**src/rtl/uart_pkg.sv**
```systemverilog
`default_nettype none
// ============================================================================
// Package  : uart_pkg
// Brief    : UART shared state encoding and oversampling constants (rx/tx).
// Revision : 1.0
// ============================================================================
package uart_pkg;

    localparam int OS_RATE    = 16;
    localparam int MID_SAMPLE = 7;

    typedef enum logic [2:0] {
        IDLE   = 3'd0,
        START  = 3'd1,
        DATA   = 3'd2,
        STOP   = 3'd3,
        PARITY = 3'd4
    } uart_state_t;

endpackage
`default_nettype wire

```
**src/rtl/uart_rx_os16_if.sv**
```systemverilog
`default_nettype none
// ============================================================================
// Interface : uart_rx_os16_if
// Brief     : Serial line, oversampling tick and received-word outputs.
//             UART_RX_PARITY_EN adds the parity_err signal.
// Revision  : 1.0
// ============================================================================
interface uart_rx_os16_if #(
    parameter int DBIT = 8
);
    logic            rx;
    logic            s_tick;
    logic [DBIT-1:0] dout;
    logic            rx_done_tick;
    logic            frame_err;
    logic            busy;
`ifdef UART_RX_PARITY_EN
    logic            parity_err;

    modport master (output rx, s_tick,
                    input  dout, rx_done_tick, frame_err, busy, parity_err);
    modport slave  (input  rx, s_tick,
                    output dout, rx_done_tick, frame_err, busy, parity_err);
`else
    modport master (output rx, s_tick,
                    input  dout, rx_done_tick, frame_err, busy);
    modport slave  (input  rx, s_tick,
                    output dout, rx_done_tick, frame_err, busy);
`endif
endinterface
`default_nettype wire

```
**src/rtl/uart_rx_os16_sync_2ff.sv**
```systemverilog
`default_nettype none
// ============================================================================
// Module   : sync_2ff
// Brief    : Generic two-flop synchroniser for asynchronous single-bit inputs.
// Revision : 1.0
// ============================================================================
module sync_2ff #(
    parameter logic RESET_VAL = 1'b1
) (
    input  wire logic clk,
    input  wire logic reset,
    input  wire logic i_d,
    output logic      o_q
);
    logic r_meta;
    logic r_sync;

    always_ff @(posedge clk or posedge reset) begin
        if (reset) begin
            r_meta <= RESET_VAL;
            r_sync <= RESET_VAL;
        end else begin
            r_meta <= i_d;
            r_sync <= r_meta;
        end
    end

    assign o_q = r_sync;
endmodule
`default_nettype wire

```
**src/rtl/uart_rx_os16.sv**
```systemverilog
`default_nettype none
// ============================================================================
// Module   : uart_rx_os16
// Brief    : UART receiver on a 16x oversampling tick; mid-cell sampling,
//            stop-bit check, one-clk done strobe.
// Options  : UART_RX_PARITY_EN adds a parity cell, PAR_ODD and parity_err.
// Revision : 1.0
// ============================================================================
module uart_rx_os16
    import uart_pkg::*;
#(
    parameter int DBIT    = 8,
    parameter int SB_TICK = 16
`ifdef UART_RX_PARITY_EN
    ,
    parameter bit PAR_ODD = 1'b0
`endif
) (
    input  wire logic     clk,
    input  wire logic     reset,
    uart_rx_os16_if.slave bus
);
    localparam int SW = (SB_TICK > OS_RATE) ? $clog2(SB_TICK) : 4;
    localparam int NW = (DBIT > 1) ? $clog2(DBIT) : 1;

    localparam logic [SW-1:0] c_S_MID  = SW'(MID_SAMPLE);
    localparam logic [SW-1:0] c_S_CELL = SW'(OS_RATE - 1);
    localparam logic [SW-1:0] c_S_STOP = SW'(SB_TICK - 1);
    localparam logic [NW-1:0] c_N_LAST = NW'(DBIT - 1);

    uart_state_t     r_state, w_state;
    logic [SW-1:0]   r_s, w_s;
    logic [NW-1:0]   r_n, w_n;
    logic [DBIT-1:0] r_shreg, w_shreg;
    logic [DBIT-1:0] r_dout, w_dout;
    logic            r_done, w_done;
    logic            r_ferr, w_ferr;
    logic            w_rx_s;
`ifdef UART_RX_PARITY_EN
    logic            r_par_bit, w_par_bit;
    logic            r_perr, w_perr;
`endif

    sync_2ff #(.RESET_VAL(1'b1)) u_rx_sync (
        .clk   (clk),
        .reset (reset),
        .i_d   (bus.rx),
        .o_q   (w_rx_s)
    );

    always_ff @(posedge clk or posedge reset) begin
        if (reset) begin
            r_state <= IDLE;
            r_s     <= '0;
            r_n     <= '0;
            r_shreg <= '0;
            r_dout  <= '0;
            r_done  <= 1'b0;
            r_ferr  <= 1'b0;
`ifdef UART_RX_PARITY_EN
            r_par_bit <= 1'b0;
            r_perr    <= 1'b0;
`endif
        end else begin
            r_state <= w_state;
            r_s     <= w_s;
            r_n     <= w_n;
            r_shreg <= w_shreg;
            r_dout  <= w_dout;
            r_done  <= w_done;
            r_ferr  <= w_ferr;
`ifdef UART_RX_PARITY_EN
            r_par_bit <= w_par_bit;
            r_perr    <= w_perr;
`endif
        end
    end

    always_comb begin
        w_state = r_state;
        w_s     = r_s;
        w_n     = r_n;
        w_shreg = r_shreg;
        w_dout  = r_dout;
        w_done  = 1'b0;
        w_ferr  = r_ferr;
`ifdef UART_RX_PARITY_EN
        w_par_bit = r_par_bit;
        w_perr    = r_perr;
`endif
        case (r_state)
            // Start detection is not gated by s_tick so the cell phase is
            // anchored to the falling edge rather than the next tick.
            IDLE: begin
                if (!w_rx_s) begin
                    w_state = START;
                    w_s     = '0;
                end
            end
            START: begin
                if (bus.s_tick) begin
                    if (r_s == c_S_MID) begin
                        if (!w_rx_s) begin
                            w_state = DATA;
                            w_s     = '0;
                            w_n     = '0;
                        end else begin
                            w_state = IDLE;
                        end
                    end else begin
                        w_s = r_s + 1'b1;
                    end
                end
            end
            DATA: begin
                if (bus.s_tick) begin
                    if (r_s == c_S_CELL) begin
                        w_s     = '0;
                        w_shreg = {w_rx_s, r_shreg[DBIT-1:1]};
                        if (r_n == c_N_LAST) begin
`ifdef UART_RX_PARITY_EN
                            w_state = PARITY;
`else
                            w_state = STOP;
`endif
                        end else begin
                            w_n = r_n + 1'b1;
                        end
                    end else begin
                        w_s = r_s + 1'b1;
                    end
                end
            end
`ifdef UART_RX_PARITY_EN
            PARITY: begin
                if (bus.s_tick) begin
                    if (r_s == c_S_CELL) begin
                        w_s       = '0;
                        w_par_bit = w_rx_s;
                        w_state   = STOP;
                    end else begin
                        w_s = r_s + 1'b1;
                    end
                end
            end
`endif
            STOP: begin
                if (bus.s_tick) begin
                    if (r_s == c_S_STOP) begin
                        w_dout  = r_shreg;
                        w_ferr  = ~w_rx_s;
                        w_done  = 1'b1;
                        w_state = IDLE;
`ifdef UART_RX_PARITY_EN
                        w_perr  = ((^r_shreg) ^ r_par_bit) != PAR_ODD;
`endif
                    end else begin
                        w_s = r_s + 1'b1;
                    end
                end
            end
            default: w_state = IDLE;
        endcase
    end

    assign bus.dout         = r_dout;
    assign bus.rx_done_tick = r_done;
    assign bus.frame_err    = r_ferr;
    assign bus.busy         = (r_state != IDLE);
`ifdef UART_RX_PARITY_EN
    assign bus.parity_err   = r_perr;
`endif
endmodule
`default_nettype wire

```
**src/flat_wrapper.sv**
```systemverilog
// flat-port wrapper written by rule: the top's interface ports become plain ports
module uart_rx_os16_flat import uart_pkg::*;
#(
    parameter int DBIT    = 8,
    parameter int SB_TICK = 16

)
  (clk, reset, bus_rx, bus_s_tick, bus_dout, bus_rx_done_tick, bus_frame_err, bus_busy);
  uart_rx_os16_if #(.DBIT(DBIT)) bus_i ();
  input  wire logic clk;
  input  wire logic reset;
  input wire logic [$bits(bus_i.rx)-1:0] bus_rx;
  input wire logic [$bits(bus_i.s_tick)-1:0] bus_s_tick;
  output wire logic [$bits(bus_i.dout)-1:0] bus_dout;
  output wire logic [$bits(bus_i.rx_done_tick)-1:0] bus_rx_done_tick;
  output wire logic [$bits(bus_i.frame_err)-1:0] bus_frame_err;
  output wire logic [$bits(bus_i.busy)-1:0] bus_busy;
  assign bus_i.rx = bus_rx;
  assign bus_i.s_tick = bus_s_tick;
  assign bus_dout = bus_i.dout;
  assign bus_rx_done_tick = bus_i.rx_done_tick;
  assign bus_frame_err = bus_i.frame_err;
  assign bus_busy = bus_i.busy;
  uart_rx_os16 #(.DBIT(DBIT), .SB_TICK(SB_TICK)) u_core (.clk(clk), .reset(reset), .bus(bus_i));
endmodule
```
**config.mk**
```make
export PLATFORM = sky130hd
export DESIGN_NAME = uart_rx_os16_flat
export DESIGN_NICKNAME = d
export VERILOG_FILES = /design/src/rtl/uart_pkg.sv /design/src/rtl/uart_rx_os16_if.sv /design/src/rtl/uart_rx_os16_sync_2ff.sv /design/src/rtl/uart_rx_os16.sv /design/src/flat_wrapper.sv
export SDC_FILE = /design/constraint.sdc
export NUM_CORES = 1
export LEC_CHECK = 0
export ABC_AREA = 1
export CAP_MARGIN = 20
export CORE_MARGIN = 4
export CORE_UTILIZATION = 45
export CTS_BUF_LIST = sky130_fd_sc_hd__clkbuf_2
export CTS_CLUSTER_DIAMETER = 200
export DETAILED_ROUTE_END_ITERATION = 8
export HOLD_SLACK_MARGIN = 0.03
export PLACE_DENSITY = 0.66
export SYNTH_ARGS = -nofsm -noshare
export SYNTH_HDL_FRONTEND = slang
export SYNTH_SLANG_ARGS = --single-unit
```
**constraint.sdc**
```tcl
create_clock -name clk -period 2.45 [get_ports clk]
set_input_delay 0.49 -clock clk [delete_from_list [all_inputs] [get_ports clk]]
set_output_delay 0.49 -clock clk [all_outputs]
set_load 0.05 [all_outputs]
```
# Word-level counts from Yosys, hierarchy flattened
# Index checks and enable logic that the tools add are counted.
[word_totals]
out_inout_bits = 11
ff_bits = 30
wordCells = 66
in_bits = 4
[classes]
n_reduce_logical = 9
n_bitwise = 1
addsub = 2
muxes = 28
n_eq_ne = 17
[ops]
columns = ["op", "n"]
rows = [
  ["2-to-1 mux 3 bit", 14],
  ["2-to-1 mux 4 bit", 7],
  ["case mux 4 bit (4 select lines)", 1],
  ["!= test 2 bit, second input constant", 7],
  ["case mux 3 bit (4 select lines)", 1],
  ["!= test 2 x 1 -> 1 bit, second input constant", 4],
  ["AND reduction 8 bit", 1],
  ["AND reduction 7 bit", 1],
  ["== test 3 x 2 -> 1 bit, second input constant", 2],
  ["case mux 3 bit (2 select lines)", 1],
  ["AND reduction 3 bit", 2],
  ["AND reduction 5 bit", 1],
  ["adder 4 x 1 -> 4 bit, second input constant", 1],
  ["== test 4 x 3 -> 1 bit, second input constant", 1],
  ["== test 4 bit, second input constant", 1],
  ["nonzero test 4 bit", 1],
  ["adder 3 x 1 -> 3 bit, second input constant", 1],
  ["== test 3 x 1 -> 1 bit, second input constant", 1],
  ["== test 3 bit, second input constant", 1],
  ["zero test 3 bit", 1],
  ["2-to-1 mux 1 bit", 3],
  ["nonzero test 3 bit", 1],
  ["2-to-1 mux 2 bit", 1],
  ["nonzero test 2 bit", 1],
  ["NOT 1 bit", 1],
]

# Depth between registers and ports, before layout
# Gate-level depths: netlist of run 1.
[logic_depth]
word_depth = 5
depth_mapped = 9
ltp_nobuf = 9

# By module
# A second synthesis of run 1 with hierarchy kept.
[hier_totals]
cells_unflattened = 161
area_unflattened_um2 = 1367.6
[modules_own_cells]
columns = ["module", "instances", "cells_per_inst", "area_per_inst_um2"]
rows = [
  ["uart_rx_os16", 1, 158, 1311.3],
  ["sync_2ff", 1, 3, 56.3],
]

# Worst setup path before layout of run 1
# No wires, ideal clock.
[synth_timing]
path_kind = "reg2reg"
from = "reg u_core.r_state[0]"
to = "reg u_core.r_n[0]"
t_arrival_ns = 1.249
period_less_slack_ns = 1.365
required_time_ns = 2.334
setup_slack_ns = 1.085
path_stages_with_launch = 9
path_cell_list = "dfrtp_1 -> inv_2 -> nand2_2 -> nand2_2 -> nor2_2 -> nor2_4 -> nand2_2 -> nand2_1 -> nand2_1"
[synth_between]
elab_chain_cells = 3
word_cells_on_any_way = 11
cone_classes = "eq/ne: 8; mux: 1; reduce/logical: 2"
[synth_lines]
columns = ["item", "line", "rtl"]
rows = [
  ["from (decl)", "uart_rx_os16.sv:31", "uart_state_t r_state, w_state;"],
  ["from (signal assigned)", "uart_rx_os16.sv:65", "r_state <= w_state;"],
  ["== test 3 x 2 -> 1 bit / == test 3 x 1 -> 1 bit (equally long branches)", "uart_rx_os16.sv:91", "case (r_state)"],
  ["!= test 2 bit (no line), or another cell as far along", "-", ""],
  ["AND reduction 7 bit (no line)", "-", ""],
  ["to (signal assigned)", "uart_rx_os16.sv:67", "r_n <= w_n;"],
  ["to (decl)", "uart_rx_os16.sv:33", "logic [NW-1:0] r_n, w_n;"],
]
# Parallel ways exist; a longest one is shown, timed or not.
# A chain may end at the register's enable or synchronous reset.

# Worst setup path after layout of run 1
[layout_timing]
from = "reg u_core.r_dout[7], in the netlist u_core.bus.dout[7]"
to = "out bus_dout[7]"
[layout_lines]
columns = ["item", "line", "rtl"]
rows = [
  ["from (decl)", "uart_rx_os16.sv:35", "logic [DBIT-1:0] r_dout, w_dout;"],
  ["from (signal assigned)", "uart_rx_os16.sv:69", "r_dout <= w_dout;"],
  ["to (decl)", "flat_wrapper.sv:14", "output wire logic [$bits(bus_i.dout)-1:0] bus_dout;"],
]
# No word-level cell between the ends.

==> results.txt, run 1 <==
Post-Syn Area - 1440 um2
WP data required - 1.96 ns
DR iter-0 viols - 51
DR DRC count - 0
Avg Cell Area, Syn - 9.09 um2
Num CTS Buffers - 5
Port Buf Inserts - 14
crit path buf inv count - 1
CP cell instances - clkdlybuf4s50_1
vias in the first global route - 1110
sequential share of the synthesized area - 50.7%
Clock Tree Root - clkbuf_2
hold slack - 0.366 ns
Crit. End Element - output port
die height - 64.5 um
Crit path largest cell delay - 0.81 ns
Placer Congestion - 0.781
post-detail-place hpwl - 1870 um
syn_nets - 165
Avg WL per Cell - 11.8 um
site row count - 20
initial core utilization - 47.0%
Max transition margin - 65.8%
max cap viols - 0
layout cells sized above 1 - 22.9%
core area - 3050 um2
Yosys cell types - 23
post-route ant nets - 0
DRT Pass-1 Iters - 4
clock transition at the registers of the reported paths - 0.17 ns
Setup TNS - 0 ns
FILL cells - 310
DIE AREA - 4160 um2
CTS tree - built
Startpoint Class - register
Post-CTS Hold Buffers - 0
status - complete, no violations
Clock Tree Buf Depth - 2
clock network latency to the later pin of the worst-skew pair - 0.37 ns
post-layout util - 55.0%
CTS sink cnt - 29
H-tree depth - 2
Seq cells post-synth - 29
PwrDens - 822 nW/um2
Final Hold Fails - 0
antenna violations before repair - 0
DR vias - 1046
Synth Instances - 158
ant diodes - 0
critical path fanouts, max - 2
Layout Cells excl Fill - 223
Leak - 0.859 nW
All-Layer GR Usage - 15.1%
Crit path max-delay family - buffers and inverters
Peak VDD IR - 433 uV
clk_skew - 0.0290 ns
minimum clock period - 2.07 ns
Setup violations, final - 0
Via density - 4.69
Max Clock Freq - 0.484 GHz
Routed WL - 2640 um
post-route clock period utilization - 84.3%
kind of critical path - register to output port
worst-margin pin slew - 0.511 ns
first-pass GRT wire length - 4870 um
Pins Over Slew Limit - 0
slowest cell on the critical path - clkdlybuf4s50_1
# IOs - 15
DIE WIDTH - 64.5 um
Yosys warning total - 0
area grow syn2layout - 16.9%
unrepaired setup endpoints after global routing - no
Arr. time, crit path - 1.58 ns
largest net degree at the start of global routing - 30
Placed Instances - 215
worst min-delay path class - register to register
layout net count - 185
grt ovf - 0
[metal layers]
metal | GRT usage [%] | part of all wire, %
met3 | 5.72 | 4.8
met5 | 0 | 0
met1 | 16.8 | 44
met2 | 26.2 | 50
met4 | 5.54 | 1.0
[sequential cells by signal, indices dropped and copies added, names as in the netlist]
signal and count:
u_core.u_rx_sync.o_q 1, u_core.bus.frame_err 1, u_core.r_n 3, u_core.r_shreg 8
u_core.r_s 4, u_core.bus.rx_done_tick 1, u_core.u_rx_sync.r_meta 1, u_core.r_state 2
u_core.bus.dout 8
[logic make-up after synthesis]
group / after synthesis / synth area share (%)
AND/OR/NAND/NOR: 76 / 25.7
XOR/XNOR: 1 / 0.610
buffers and inverters: 24 / 7.75
AO/OA/AOI/OAI: 25 / 12.6
adder cells (fa/ha/maj): 3 / 2.61
flip-flops: 29 / 50.7
[cell type report]
class                           instances  area [um2]  area share [%]
Multi-Input combinational cell        105         597            35.5
Tap cell                               44        55.1            3.28
Timing Repair Buffer                   15         150            8.94
Clock buffer                            6        30.0            1.79
Sequential cell                        29         728            43.4
Inverter                               22        85.1            5.07
Clock inverter                          2        33.8            2.01
[through the flow]
step	power, mW	area [um2]	setup slack (ns)
global route	1.47	1680	0.290
detailed placement	1.04	1610	0.487
CTS	1.40	1680	0.0422
finish	1.38	1680	0.385
floorplan	0.938	1440	1.08
global placement	1.02	1610	0.519
[cell usage after synthesis]
library cell | number | area (um2)
ha_1 | 3 | 37.5
xor2_1 | 1 | 8.76
o21ai_2 | 11 | 96.3
nor2_4 | 2 | 22.5
nor2_2 | 3 | 18.8
o21ai_4 | 1 | 16.3
buf_6 | 1 | 11.3
dfstp_2 | 2 | 52.6
inv_4 | 1 | 6.26
nand2_1 | 45 | 169
nor2_1 | 6 | 22.5
nand2_2 | 8 | 50.1
nand2_4 | 1 | 11.3
buf_8 | 1 | 15.0
a21oi_1 | 1 | 5.00
o21ai_0 | 11 | 55.1
nand3_1 | 8 | 40.0
dfrtp_1 | 27 | 676
nand3b_1 | 2 | 15.0
nor2_8 | 1 | 20.0
a21oi_2 | 1 | 8.76
inv_2 | 2 | 7.51
inv_1 | 19 | 71.3
[final timing paths]
check / from / cells after the start / slack [ns] / end
worst max-delay path: u_core.bus.dout[7] / 1 / 0.38 / bus_dout[7]
worst min-delay path: u_core.u_rx_sync.r_meta / 0 / 0.37 / u_core.u_rx_sync.o_q
worst max register to register: u_core.r_s[0] / 6 / 0.89 / u_core.r_s[0]
worst min register to register: u_core.u_rx_sync.r_meta / 0 / 0.37 / u_core.u_rx_sync.o_q
max in group asynchronous: reset / 3 / 1.66 / u_core.u_rx_sync.o_q
min in group asynchronous: reset / 3 / 0.47 / u_core.r_shreg[6]
[timing repair]
action / 4_1_cts / 5_1_grt
resized for setup: 0 / 1
endpoints found under the setup margin: 0 / 1
setup buffers: 0 / 0
hold endpoints to repair: 0 / 0
[cells in the final DEF, fill, tap and decap left out]
master and instances:
xor2_1 1, a21oi_2 1, dlymetal6s2s_1 1, clkinv_1 1
nor2_8 1, clkdlybuf4s50_1 13, nand2_1 45, bufinv_16 1
o21ai_2 11, nor2_2 3, ha_1 3, o21ai_4 1
nand3_1 8, nor2_1 6, o21ai_0 11, clkbuf_2 6
inv_1 19, nand2_2 8, buf_4 1, inv_4 1
nand2_4 1, inv_2 2, dfstp_2 2, dfrtp_1 27
nor2_4 2, a21oi_1 1, nand3b_1 2
[report_power, final]
part | internal [mW] | switching (mW) | leakage, nW | total (mW)
Combinational | 0.144 | 0.308 | 0.467 | 0.451
Clock | 0.174 | 0.171 | 0.0406 | 0.345
Sequential | 0.525 | 0.0580 | 0.352 | 0.583
Power figures use the tool's default switching activity.
==> run 2, diff against run 1 <==
Settings changed: PLACE_DENSITY 0.66 to 0.68.
Clock period 2.45 ns to 1.78 ns, I/O delays scaled along.
==> run 2 against run 1 <==
Against the previous run:
- count of clock-buffer cells in the layout is the same
- non-clock buffer count is the same
- clock power grew 36%
- die area is the same
- critical path depth grew 2
- global-route usage shrank 0.64 points
- power grew 39%
- design area shrank 1.0%
- sequential power grew 38%
- clock skew shrank 0.026 ns
- worst hold slack lost 0.012 ns
==> results.txt, run 2 (same netlist as run 1, synthesis figures left out) <==
status - complete, no violations
WP data required - 1.42 ns
clock transition at the registers of the reported paths - 0.15 ns
crit path buf inv count - 2
Placer Congestion - 0.864
Placed Instances - 215
DR iter-0 viols - 26
first-pass GRT wire length - 4550 um
Reg power frac - 41.9%
Comb power frac - 33.7%
Psw - 729 uW
ant diodes - 0
FILL cells - 307
Via density - 4.67
DIE WIDTH - 64.5 um
PwrDens - 1160 nW/um2
commonest non-fill, non-tap cell in the layout - nand2_1
clock network latency to the later pin of the worst-skew pair - 0.36 ns
unrepaired setup endpoints after global routing - no
Cell Area, Placed - 1600 um2
Clock Tree Buf Depth - 2
clk_skew - 0.00330 ns
# IOs - 15
worst min-delay path class - input port to asynchronous set/reset pin
Leak - 0.877 nW
Startpoint Class - register
Post-CTS Hold Buffers - 0
kind of critical path - register to output port
Pins Over Slew Limit - 0
layout net count - 185
Peak VDD IR - 616 uV
critical path fanouts, max - 6
die height - 64.5 um
core area - 3050 um2
post-detail-place hpwl - 1820 um
critical path depth in cells - 3
Setup TNS - 0 ns
Clock Tree Root - clkbuf_2
max cap viols - 0
site row count - 20
CTS sink cnt - 29
Sw Share - 38.0%
DR DRC count - 0
Max Clock Freq - 0.615 GHz
layout cells sized above 1 - 29.1%
Setup WS post-layout - 0.154 ns
grt ovf - 0
commonest cells after routing, fill and taps aside - 45 x nand2_1, 27 x dfrtp_1, 19 x inv_1
Int Power - 1.19 mW
Setup violations, final - 0
initial core utilization - 47.0%
clock power share - 24.4%
vias in the first global route - 1038
DRT Pass-1 Iters - 4
DR vias - 1041
Avg WL per Cell - 11.4 um
Tot Pwr - 1.92 mW
worst-margin pin slew - 0.369 ns
Arr. time, crit path - 1.27 ns
Final Hold Fails - 0
r2r endpoint - u_core.r_state[0]
DIE AREA - 4160 um2
Port Buf Inserts - 14
R2R Setup Slk - 0.28 ns
post-route ant nets - 0
antenna violations before repair - 0
H-tree depth - 2
reg-to-reg startpoint - u_core.r_s[0]
area grow syn2layout - 15.7%
post-route cell area - 1660 um2
largest net degree at the start of global routing - 30
slowest cell on the critical path - dfrtp_1
Max transition margin - 75.4%
Crit path largest cell delay - 0.49 ns
All-Layer GR Usage - 14.4%
CP Capture Point - bus_busy
r2r worst-path depth - 8
Crit path max-delay family - flip-flops
Crit. End Element - output port
post-cts sizing count - 0
CTS tree - built
Layout Cells excl Fill - 223
post-route clock period utilization - 91.4%
CP cell instances - inv_2 -> nand2_2 -> buf_12
Place WS - 0.0979 ns
Num CTS Buffers - 5
Setup Buffers After CTS - 0
minimum clock period - 1.63 ns
CP Launch Point - u_core.r_state[1]
Routed WL - 2550 um
-- run 2: power groups by stage --
stage | sequential, mW | combinational, mW | clock (mW)
CTS | 0.803 | 0.652 | 0.485
finish | 0.804 | 0.647 | 0.469
global route | 0.816 | 0.727 | 0.522
global placement | 0.812 | 0.631 | 0
detailed placement | 0.815 | 0.645 | 0
floorplan | 0.803 | 0.489 | 0
-- run 2: stage by stage --
| step | hold slack, ns | utilization [%] |
|---|---|---|
| after detailed placement | 0.348 | 52.3 |
| after global placement | 0.347 | 52.3 |
| final | 0.354 | 54.4 |
| after floorplan | 0.345 | - |
| after CTS | 0.344 | 54.4 |
| after global routing | 0.332 | 54.4 |
-- run 2: layer usage --
metal	wire (um)	vias up	GRT usage, %	part of all wire (%)
met5	0	-	0	0
met4	51	0	6.33	2.0
met3	118	6	5.55	4.6
met2	1220	17	24.2	48
met1	1160	484	16.3	45
li1	-	534	-	-
-- run 2: worst min-delay path: stages --
cell	delay (ns)
clkdlybuf4s50_1	0.40
inv_1	0.05
buf_4	0.34
-- run 2: cell type report --
cell class              count  area, um2  share of cell area (%)
flip-flops and latches     29        728                    43.8
clock inverters             2       33.8                    2.03
repair buffers             15        133                    7.98
multi-input cells         105        597                    35.9
clock buffers               6       30.0                    1.81
well taps                  44       55.1                    3.31
inverters                  22       85.1                    5.12
-- run 2: worst min path at each step --
stage                                        from                       to  slack [ns]  depth (start not counted)
after floorplan           u_core.u_rx_sync.r_meta     u_core.u_rx_sync.o_q        0.35                          0
after global placement    u_core.u_rx_sync.r_meta     u_core.u_rx_sync.o_q        0.35                          0
after detailed placement  u_core.u_rx_sync.r_meta     u_core.u_rx_sync.o_q        0.35                          0
after CTS                                   reset       u_core.bus.dout[6]        0.34                          3
after global routing                       bus_rx  u_core.u_rx_sync.r_meta        0.33                          1
final                                       reset        u_core.r_state[0]        0.35                          3
